File: src/rtl/pg_add_sequencer.sv
// Multi-cycle adder: steps a 2-bit propagate/generate slice across WIDTH bits, LSB first.
// Optional whole-word group P/G outputs are enabled with `define PGSEQ_GROUP_PG_EN.
module pg_add_sequencer #(
  parameter int unsigned WIDTH = 16
) (
  input  logic             clk,
  input  logic             rst_n,
  input  logic             start,
  input  logic [WIDTH-1:0] a,
  input  logic [WIDTH-1:0] b,
  input  logic             cin,
  output logic             busy,
  output logic             done,
  output logic [WIDTH-1:0] sum,
  output logic             cout,
  output logic             ovf
`ifdef PGSEQ_GROUP_PG_EN
  ,
  output logic             grp_p,
  output logic             grp_g
`endif
);

  localparam int unsigned N  = WIDTH / 2;
  localparam int unsigned CW = (N > 1) ? $clog2(N) : 1;
  localparam logic [CW-1:0] LAST = CW'(N - 1);

  typedef enum logic [1:0] {S_IDLE, S_RUN, S_DONE} state_t;

  state_t           r_state;
  state_t           w_next;
  logic             w_accept;
  logic             w_step;
  logic             w_last;

  logic [WIDTH-1:0] r_a;
  logic [WIDTH-1:0] r_b;
  logic             r_c;
  logic [CW-1:0]    r_cnt;
  logic [WIDTH-1:0] r_sum;
  logic             r_cout;
  logic             r_ovf;

  logic [1:0]       w_a2;
  logic [1:0]       w_b2;
  logic [1:0]       w_g;
  logic [1:0]       w_p;
  logic             w_c1;
  logic             w_c2;
  logic [1:0]       w_s;

  assign w_last = (r_cnt == LAST);

  always_ff @(posedge clk) begin
    if (!rst_n) r_state <= S_IDLE;
    else        r_state <= w_next;
  end

  always_comb begin
    w_next   = r_state;
    w_accept = 1'b0;
    w_step   = 1'b0;
    case (r_state)
      S_IDLE: begin
        if (start) begin
          w_accept = 1'b1;
          w_next   = S_RUN;
        end
      end
      S_RUN: begin
        w_step = 1'b1;
        if (w_last) w_next = S_DONE;
      end
      S_DONE:  w_next = S_IDLE;
      default: w_next = S_IDLE;
    endcase
  end

  // Current slice: bits [2k+1:2k] with k = r_cnt
  assign w_a2 = r_a[{r_cnt, 1'b0} +: 2];
  assign w_b2 = r_b[{r_cnt, 1'b0} +: 2];
  assign w_g  = w_a2 & w_b2;
  assign w_p  = w_a2 ^ w_b2;
  assign w_c1 = w_g[0] | (w_p[0] & r_c);
  assign w_c2 = w_g[1] | (w_p[1] & w_g[0]) | (w_p[1] & w_p[0] & r_c);
  assign w_s  = {w_p[1] ^ w_c1, w_p[0] ^ r_c};

  always_ff @(posedge clk) begin
    if (!rst_n) begin
      r_a    <= '0;
      r_b    <= '0;
      r_c    <= 1'b0;
      r_cnt  <= '0;
      r_sum  <= '0;
      r_cout <= 1'b0;
      r_ovf  <= 1'b0;
    end else if (w_accept) begin
      r_a   <= a;
      r_b   <= b;
      r_c   <= cin;
      r_cnt <= '0;
    end else if (w_step) begin
      r_sum[{r_cnt, 1'b0} +: 2] <= w_s;
      r_c <= w_c2;
      if (w_last) begin
        r_cout <= w_c2;
        r_ovf  <= w_c1 ^ w_c2;
      end else begin
        r_cnt <= r_cnt + CW'(1);
      end
    end
  end

`ifdef PGSEQ_GROUP_PG_EN
  logic r_grp_p;
  logic r_grp_g;
  logic w_sp;
  logic w_sg;

  assign w_sp = w_p[1] & w_p[0];
  assign w_sg = w_g[1] | (w_p[1] & w_g[0]);

  // Slices arrive LSB first, so each new slice sits above the accumulated group
  always_ff @(posedge clk) begin
    if (!rst_n) begin
      r_grp_p <= 1'b0;
      r_grp_g <= 1'b0;
    end else if (w_accept) begin
      r_grp_p <= 1'b1;
      r_grp_g <= 1'b0;
    end else if (w_step) begin
      r_grp_g <= w_sg | (w_sp & r_grp_g);
      r_grp_p <= r_grp_p & w_sp;
    end
  end

  assign grp_p = r_grp_p;
  assign grp_g = r_grp_g;
`endif

  assign busy = (r_state != S_IDLE);
  assign done = (r_state == S_DONE);
  assign sum  = r_sum;
  assign cout = r_cout;
  assign ovf  = r_ovf;

endmodule

File: config.mk
export PLATFORM = sky130hd
export DESIGN_NAME = pg_add_sequencer
export DESIGN_NICKNAME = d
export VERILOG_FILES = /design/src/rtl/pg_add_sequencer.sv
export SDC_FILE = /design/constraint.sdc
export NUM_CORES = 1
export LEC_CHECK = 0
export BUFFER_PORTS_ARGS = -buffer_cell sky130_fd_sc_hd__buf_2
export CAP_MARGIN = 20
export CORE_MARGIN = 3
export CORE_UTILIZATION = 49
export CTS_CLUSTER_SIZE = 20
export DETAILED_ROUTE_END_ITERATION = 8
export PLACE_DENSITY = 0.76
export SLEW_MARGIN = 30
export SYNTH_ARGS = -nofsm -noshare
export SYNTH_HDL_FRONTEND = slang
export SYNTH_SLANG_ARGS = --single-unit
File: constraint.sdc
create_clock -name clk -period 2.3 [get_ports clk]
set_input_delay 0.115 -clock clk [delete_from_list [all_inputs] [get_ports clk]]
set_output_delay 0.115 -clock clk [all_outputs]
set_load 0.005 [all_outputs]
-- Word level (Yosys, flattened, before mapping)
Cells that the tools add are included.
- bits in registers: 56
- output and inout bits: 20
- word-level logic and storage cells: 51
- $add $sub $neg: 2
- equal/unequal tests: 5
- shift-type cells: 4
- mux-type cells: 9
- bitwise logic cells: 15
- reduce and logical (&&, ||, !) cells: 8
- operator list (operator ; count):
    16-bit by 5-bit indexed part select with 2-bit output ; 2
    16-bit bitwise mux ; 1
    2-bit by 6-bit variable shift with 16-bit output (first input constant) ; 1
    2-bit by 6-bit indexed part select with 16-bit output ; 1
    4-bit negation with 6-bit output ; 1
    2-bit AND reduction ; 3
    1-bit two-way mux ; 5
    1-bit AND ; 4
    2-bit two-way mux ; 2
    2-bit != test (second input constant) ; 2
    2-bit one-hot mux with 2 select lines ; 1
    2-bit nonzero test ; 2
    3-bit by 1-bit adder with 3-bit output (second input constant) ; 1
    3-bit == test (second input constant) ; 1
    1-bit NOT ; 3
    1-bit OR ; 3
    3-bit AND reduction ; 1
    1-bit XOR ; 3
    2-bit AND ; 1
    2-bit by 1-bit == test with 1-bit output (second input constant) ; 1
    2-bit == test (second input constant) ; 1
    2-bit logical NOT ; 1
    2-bit OR reduction ; 1
    2-bit XOR ; 1

-- Depth between registers and ports, before layout
Gate-level depths: netlist of run 1.
- word-level depth: 7
- depth in mapped cells: 9
- gate-level depth less buffers: 7

-- Worst setup path after synthesis of run 1
Ideal clock, no wire load.
- path type: register to register
- start: register r_cnt[0]
- end: register r_ovf (netlist: ovf)
- library setup time: 0.061 ns
- data arrival time: 2.303 ns
- path slack: -0.064 ns
- cell stages (with the launch flop): 10
- clock period less this slack: 2.364 ns
- path through: dfxtp_1 buf_6 buf_6 mux4_2 nand2_1 nand2_1 ha_1 a21o_1 a2111oi_0 a311o_1
- word-level cells in the longest chain between the ends: 6
- elaborated cells between the ends (all ways): 14
- ends and longest elaborated chain (item ; RTL line ; RTL):
    start: declaration ; 39 ; logic [CW-1:0] r_cnt;
    start signal: assignment ; 109 ; r_cnt <= r_cnt + CW'(1);
    16-bit by 5-bit indexed part select with 2-bit output (on tied branches) ; 80, 81 ;
    2-bit XOR or 2-bit AND (tied branches) ; 83, 82 ;
    1-bit AND ; 85 ; assign w_c2 = w_g[1] | (w_p[1] & w_g[0]) | (w_p[1] & w_p[0] & r_c);
    1-bit OR or 1-bit AND (tied branches) ; 85 ;
    1-bit OR ; 85 ;
    1-bit XOR ; 107 ; r_ovf <= w_c1 ^ w_c2;
    end signal: assignment ; 107 ;
    end: declaration ; 42 ; logic r_ovf;
Parallel ways exist; a longest one is shown, timed or not.
A chain may end at the register's enable or synchronous reset.

-- Final worst setup path of run 1
- start: register r_cnt[0]
- end: register r_sum[2] (netlist: sum[2])
- word-level cells in the longest chain between the ends: 7
- elaborated cells between the ends (all ways): 12
- ends and longest elaborated chain (item ; RTL line ; RTL):
    16-bit by 5-bit indexed part select with 2-bit output (on tied branches) ; 80, 81 ;
    2-bit XOR ; 83 ; assign w_p = w_a2 ^ w_b2;
    1-bit AND ; 84 ; assign w_c1 = w_g[0] | (w_p[0] & r_c);
    1-bit OR ; 84 ;
    1-bit XOR ; 86 ; assign w_s = {w_p[1] ^ w_c1, w_p[0] ^ r_c};
    2-bit by 6-bit indexed part select with 16-bit output ; 103 ; r_sum[{r_cnt, 1'b0} +: 2] <= w_s;
    16-bit bitwise mux * ; 103 ;
    end signal: indexed assignment ; 103 ;
    end: declaration ; 40 ; logic [WIDTH-1:0] r_sum;
Every way passes the cells marked *; elsewhere a longest branch is shown, timed or not.

==> results.toml, run 1 <==
[power_and_ir_drop]
power_mw = 2.00
vdd_drop_max_mv = 0.427
power.density_nw_per_um2 = 638
power_leakage_nw = 1.34

[place]
gp_congestion = 0.761
place_inst = 410
io_buffers = 55
dp_hpwl_um = 3900

[timing]
period_needed_ns = 2.23
fin_worst_skew_ns = 0.00759
period_share = 0.969
final_max_slew_viol_count = 0
maxSlewHeadroom = 0.554
clock.fmax_mhz = 449
hold_violations = 0
setup_viol_count_final = 0
fin_hold_ws_ns = 0.0373
worstMarginPinSlew_ns = 0.669
rsz0062_at_grt = "yes"

[drt]
drt-pass1-iter-count = 4
drt_wl_total_um = 5460
drc_errors = 0
dr_total_vias = 2183
vias_per_cell = 5.19
drt-initial-drc-count = 98
ant_nets = 0
wl_per_cell_um = 13.0

[setup_path]
reg2reg_from = "r_cnt[0]$_SDFFE_PP0P_"
cp.arrival_ns = 2.46
path_class = "reg -> reg"
end_kind = "register"
startpoint = "r_cnt[0]$_SDFFE_PP0P_"
crit_fanout = 5
crit_path_start_kind = "register"
cp.required_ns = 2.53

[cells_and_area]
nNetsFinal = 396
fin_cells = 421
nFillCells = 484
fin_util = 0.612
antenna_cells = 0
drive_gt1_frac = 0.296
ff_latch_area_sq_um = 1120
multi_input_area_sq_um = 1410
area_delta_synth_final_pct = 19.4

[clock_tree]
cts_buffer_depth = 2
htree_levels = 2
cts_buffers = 5
cts_tree = "done"
path_clk_slew_ns = 0.09
root_buffer = "clkbuf_8"
insertion_delay_ns = 0.30
clkSinkCount = 56

[hold_path]
hold_path.class = "in -> reg"
min_from = "a[4]"

[logic_synthesis]
syn-num-nets = 338
synth_warnings = 0
synth_cells = 292
synth_flop_cell = "dfxtp_1"
synth_xor_area_frac = 0.00665
async_flop_share = 0
synth.most_common_cell = "nand2_1"
synth_top_cell_area_share = 0.426
synth_top_family_by_area = "simple AND/OR/NAND/NOR gates"
mappedNetlistArea_sq_um = 2630
synth_commonest_cells = "nand2_1, dfxtp_1, a21oi_1"
ys_seq_area_frac = 0.426
yosys.area_share.simple = 0.241
ys_seq_elements = 56
synth_compound_area_frac = 0.0889
synth_area_leaders = "dfxtp_1, nand2_1, mux2i_1"
avgSynthCellArea_sq_um = 9.02
yosys.area_share.adder = 0.0504
synthMuxAreaShare = 0.137
synth_edf_count = 0
yosysTopAreaCell = "dfxtp_1"
synth_cell_type_count = 39

[global_routing]
grt_max_degree = 35
grt_use_total = 0.179
antenna_found_initial = 0
grt_pass1_vias = 2082
grt_pass1_wl_um = 9100
grt_remaining_overflow = 0

[floorplanning]
pin_count = 56
die_x_um = 79.3
die_area_sq_um = 6290
start_util = 0.512
die_h_um = 79.3
core_sq_um = 5140
rows = 26

[run]
max_cap_violations = 0

[outcome]
status = "completed"
-- metrics by stage --
step                      setup TNS (ns)  setup WS [ns]  area, sq um
final                                  0         0.0709         3140
after global routing              -0.173        -0.0388         3140
after CTS                        -0.0285        -0.0136         3100
after detailed placement          -0.132        -0.0412         2970
after global placement                 0         0.0337         2970
after floorplan                        0        0.00221         2640
-- registers in the layout (all words and copies together) (netlist names) --
register  count
r_a          16
r_b          16
sum          16
r_cnt         3
r_state       2
cout          1
ovf           1
r_c           1
-- kinds of logic after synthesis --
kind of cell               count (synthesis)
and+or+nand+nor                          134
xor gates and xnor gates                   2
muxes                                     26
adders and majority gates                 10
AOI/OAI and AO/OA                         42
DFF                                       56
buffers and inverters                     22
-- layout by cell type, fill, tap and decap left out, types with 2 or more instances in the layout --
master	instances
nand2_1	94
dfxtp_1	55
buf_2	55
a21oi_1	34
mux2i_1	18
buf_4	13
mux4_2	8
ha_1	8
nor2_1	7
clkbuf_8	7
nor2b_1	6
nand3_1	5
nand2_2	4
inv_1	3
and4bb_1	3
and3_4	3
nand4_1	2
-- final cells by class --
class	count	share of cell area
Multi-Input combinational cell	214	0.447
Sequential cell	56	0.358
Timing Repair Buffer	69	0.122
Clock buffer	7	0.0306
Tap cell	70	0.0279
Clock inverter	1	0.00955
Inverter	4	0.00478
-- power breakdown --
part / leakage (nW) / switching (mW) / total [mW] / internal [mW]
Clock: 0.0645 / 0.316 / 0.700 / 0.385
Sequential: 0.458 / 0.0274 / 1.04 / 1.01
Combinational: 0.819 / 0.141 / 0.267 / 0.126
-- layer usage --
metal | track usage | part of all wire | routed length [um]
met5 | 0 | 0 | 0
met4 | 0.0515 | 0.013 | 71
met3 | 0.0420 | 0.044 | 238
met2 | 0.311 | 0.49 | 2690
met1 | 0.221 | 0.45 | 2460
-- worst max-delay path, cell delays in order, from the launching register on --
cell     delay, ns
dfxtp_4       0.39
buf_6         0.12
mux4_2        0.50
nand2_2       0.08
nand2_2       0.06
fa_2          0.54
and3b_2       0.21
nand3_1       0.10
mux2i_1       0.15
-- worst paths after layout --
path                            cells past startpoint  slack (ns)                   to
worst min register to register                      2        0.46  sum[5]$_SDFFE_PN0P_
worst max register to register                      8        0.07  sum[2]$_SDFFE_PN0P_
worst max-delay path                                8        0.07  sum[2]$_SDFFE_PN0P_
worst min-delay path                                3        0.04  r_a[4]$_SDFFE_PN0P_
-- repair_timing --
item / 4_1_cts / 5_1_grt
gates resized for setup: 1 / 8
buffers inserted: 0 / 3
setup endpoints to repair: 11 / 15
pin swaps: 1 / 4
hold buffers: 0 / 0
Power figures use the tool's default switching activity.
==> run 2: changes to the inputs <==
--- a/config.mk
+++ b/config.mk
@@ -5,13 +5,14 @@
 export SDC_FILE = /design/constraint.sdc
 export NUM_CORES = 1
 export LEC_CHECK = 0
+export ABC_CLOCK_PERIOD_IN_PS = 2300
 export BUFFER_PORTS_ARGS = -buffer_cell sky130_fd_sc_hd__buf_2
-export CAP_MARGIN = 20
 export CORE_MARGIN = 3
 export CORE_UTILIZATION = 49
 export CTS_CLUSTER_SIZE = 20
 export DETAILED_ROUTE_END_ITERATION = 8
 export PLACE_DENSITY = 0.76
+export RECOVER_POWER = 25
 export SLEW_MARGIN = 30
 export SYNTH_ARGS = -nofsm -noshare
 export SYNTH_HDL_FRONTEND = slang
==> run 2 against run 1 <==
Final cell count unchanged. Global-route usage unchanged. Via count shrank 0.27%. Final area shrank 0.40%. Core utilization shrank 0.24 points. Die area is the same. Clock power about the same. Count of clock-buffer cells in the layout unchanged. Register-to-register slack about the same. First-iteration DRC count decreased by 1.0%. Sequential share of layout area is 0.14 points higher. Largest cell class unchanged. Highest routed layer unchanged.
==> results.toml, run 2 (same netlist as run 1, synthesis figures left out) <==
[outcome]
status = "completed"

[clock_tree]
path_clk_slew_ns = 0.09
htree_levels = 2
cts_buffers = 5
root_buffer = "clkbuf_8"
insertion_delay_ns = 0.30
clkSinkCount = 56
cts_buffer_depth = 2
cts_tree = "done"

[timing]
maxSlewHeadroom = 0.549
period_share = 0.970
worstMarginPinSlew_ns = 0.676
hold_violations = 0
setup_viol_count_final = 0
rsz0062_at_grt = "yes"
period_needed_ns = 2.23
final_max_slew_viol_count = 0
clock.fmax_mhz = 448
fin_tns_setup_ns = 0
fin_worst_skew_ns = 0.00600

[place]
gp_congestion = 0.761
place_inst = 410
dp_hpwl_um = 3900
placed_area_sq_um = 2970
io_buffers = 55

[floorplanning]
core_sq_um = 5140
rows = 26
die_h_um = 79.3
pin_count = 56
start_util = 0.512
die_x_um = 79.3
die_area_sq_um = 6290

[drt]
drt-initial-drc-count = 97
vias_per_cell = 5.17
wl_per_cell_um = 13.0
met3_length_um = 228
met2_length_um = 2680
dr_total_vias = 2177
highest_layer = "met4"
drt-pass1-iter-count = 4
drc_errors = 0
drt_wl_total_um = 5470
drt-met1-wl_um = 2490
ant_nets = 0

[cells_and_area]
fin_cells = 421
nNetsFinal = 396
final_area_sq_um = 3130
final_common_cell = "nand2_1"
final_cell_mix = "nand2_1, dfxtp_1, buf_2"
drive_gt1_frac = 0.268
area_delta_synth_final_pct = 19.0
fin_util = 0.609
antenna_cells = 0

[hold_path]
min_to = "r_a[4]$_SDFFE_PN0P_"
hold_path.class = "in -> reg"
min_from = "a[4]"
hold_path_depth = 3

[setup_path]
cp.arrival_ns = 2.46
r2r_slack_ns = 0.07
crit_fanout = 5
cp.required_ns = 2.53
worstRegToRegCells = 8
end_kind = "register"
path_class = "reg -> reg"
r2r-end = "sum[2]$_SDFFE_PN0P_"
reg2reg_from = "r_cnt[0]$_SDFFE_PP0P_"
crit_path_start_kind = "register"

[global_routing]
grt_pass1_wl_um = 9100
grt_pass1_vias = 2082
grt_max_degree = 35
antenna_found_initial = 0
grt_remaining_overflow = 0
grt_use_total = 0.179

[power_and_ir_drop]
power_mw = 2.00
vdd_drop_max_mv = 0.427
power.density_nw_per_um2 = 639
power_leakage_nw = 1.30

[run]
max_cap_violations = 0
run 2: power by group:
part / leakage [nW] / switching (mW) / internal [mW] / total [mW]
clock: 0.0645 / 0.313 / 0.385 / 0.697
sequential: 0.458 / 0.0272 / 1.01 / 1.04
combinational: 0.775 / 0.142 / 0.126 / 0.267
run 2: timing repair:
item                       4_1_cts  5_1_grt
buffers inserted                 0        3
gates cloned                     0        0
pin swaps                        1        4
resized for setup                1        8
setup endpoints to repair       11       15
hold buffers                     0        0
run 2: metal layers:
metal  vias up  track usage
li1       1105            -
met1      1016        0.221
met2        50        0.311
met3         6       0.0420
met4         0       0.0515
met5         -            0
run 2: layout make-up:
class                      count  area (sq um)
inverter                       4          15.0
clock buffer                   7          96.3
clock inverter                 1          30.0
timing repair buffer          69           372
sequential                    56          1120
tap                           70          87.6
fill                         487          2010
multi-input combinational    214          1410
run 2: worst max-delay path, cell delays in order, from the launching register on:
cell     delay, ns
dfxtp_4       0.39
buf_6         0.12
mux4_2        0.50
nand2_2       0.08
nand2_2       0.06
fa_2          0.54
and3b_2       0.21
nand3_1       0.10
mux2i_1       0.15
run 2: through the flow:
stage,hold slack (ns),worst slack (ns)
detailed placement,0.360,-0.0412
global placement,0.356,0.0337
finish,0.0372,0.0700
floorplan,0.251,0.00221
CTS,0.0286,-0.0136
global route,0.0324,-0.0388
run 2: how the worst max path moves through the flow:
stage | startpoint | end | slack (ns)
after floorplan | r_cnt[0]$_SDFFE_PP0P_ | ovf$_SDFFE_PN0P_ | 0.002
after global placement | r_cnt[0]$_SDFFE_PP0P_ | sum[11]$_SDFFE_PN0P_ | 0.03
after detailed placement | r_cnt[0]$_SDFFE_PP0P_ | sum[11]$_SDFFE_PN0P_ | -0.04
after CTS | r_cnt[0]$_SDFFE_PP0P_ | sum[11]$_SDFFE_PN0P_ | -0.01
after global routing | r_cnt[0]$_SDFFE_PP0P_ | sum[10]$_SDFFE_PN0P_ | -0.04
final | r_cnt[0]$_SDFFE_PP0P_ | sum[2]$_SDFFE_PN0P_ | 0.07
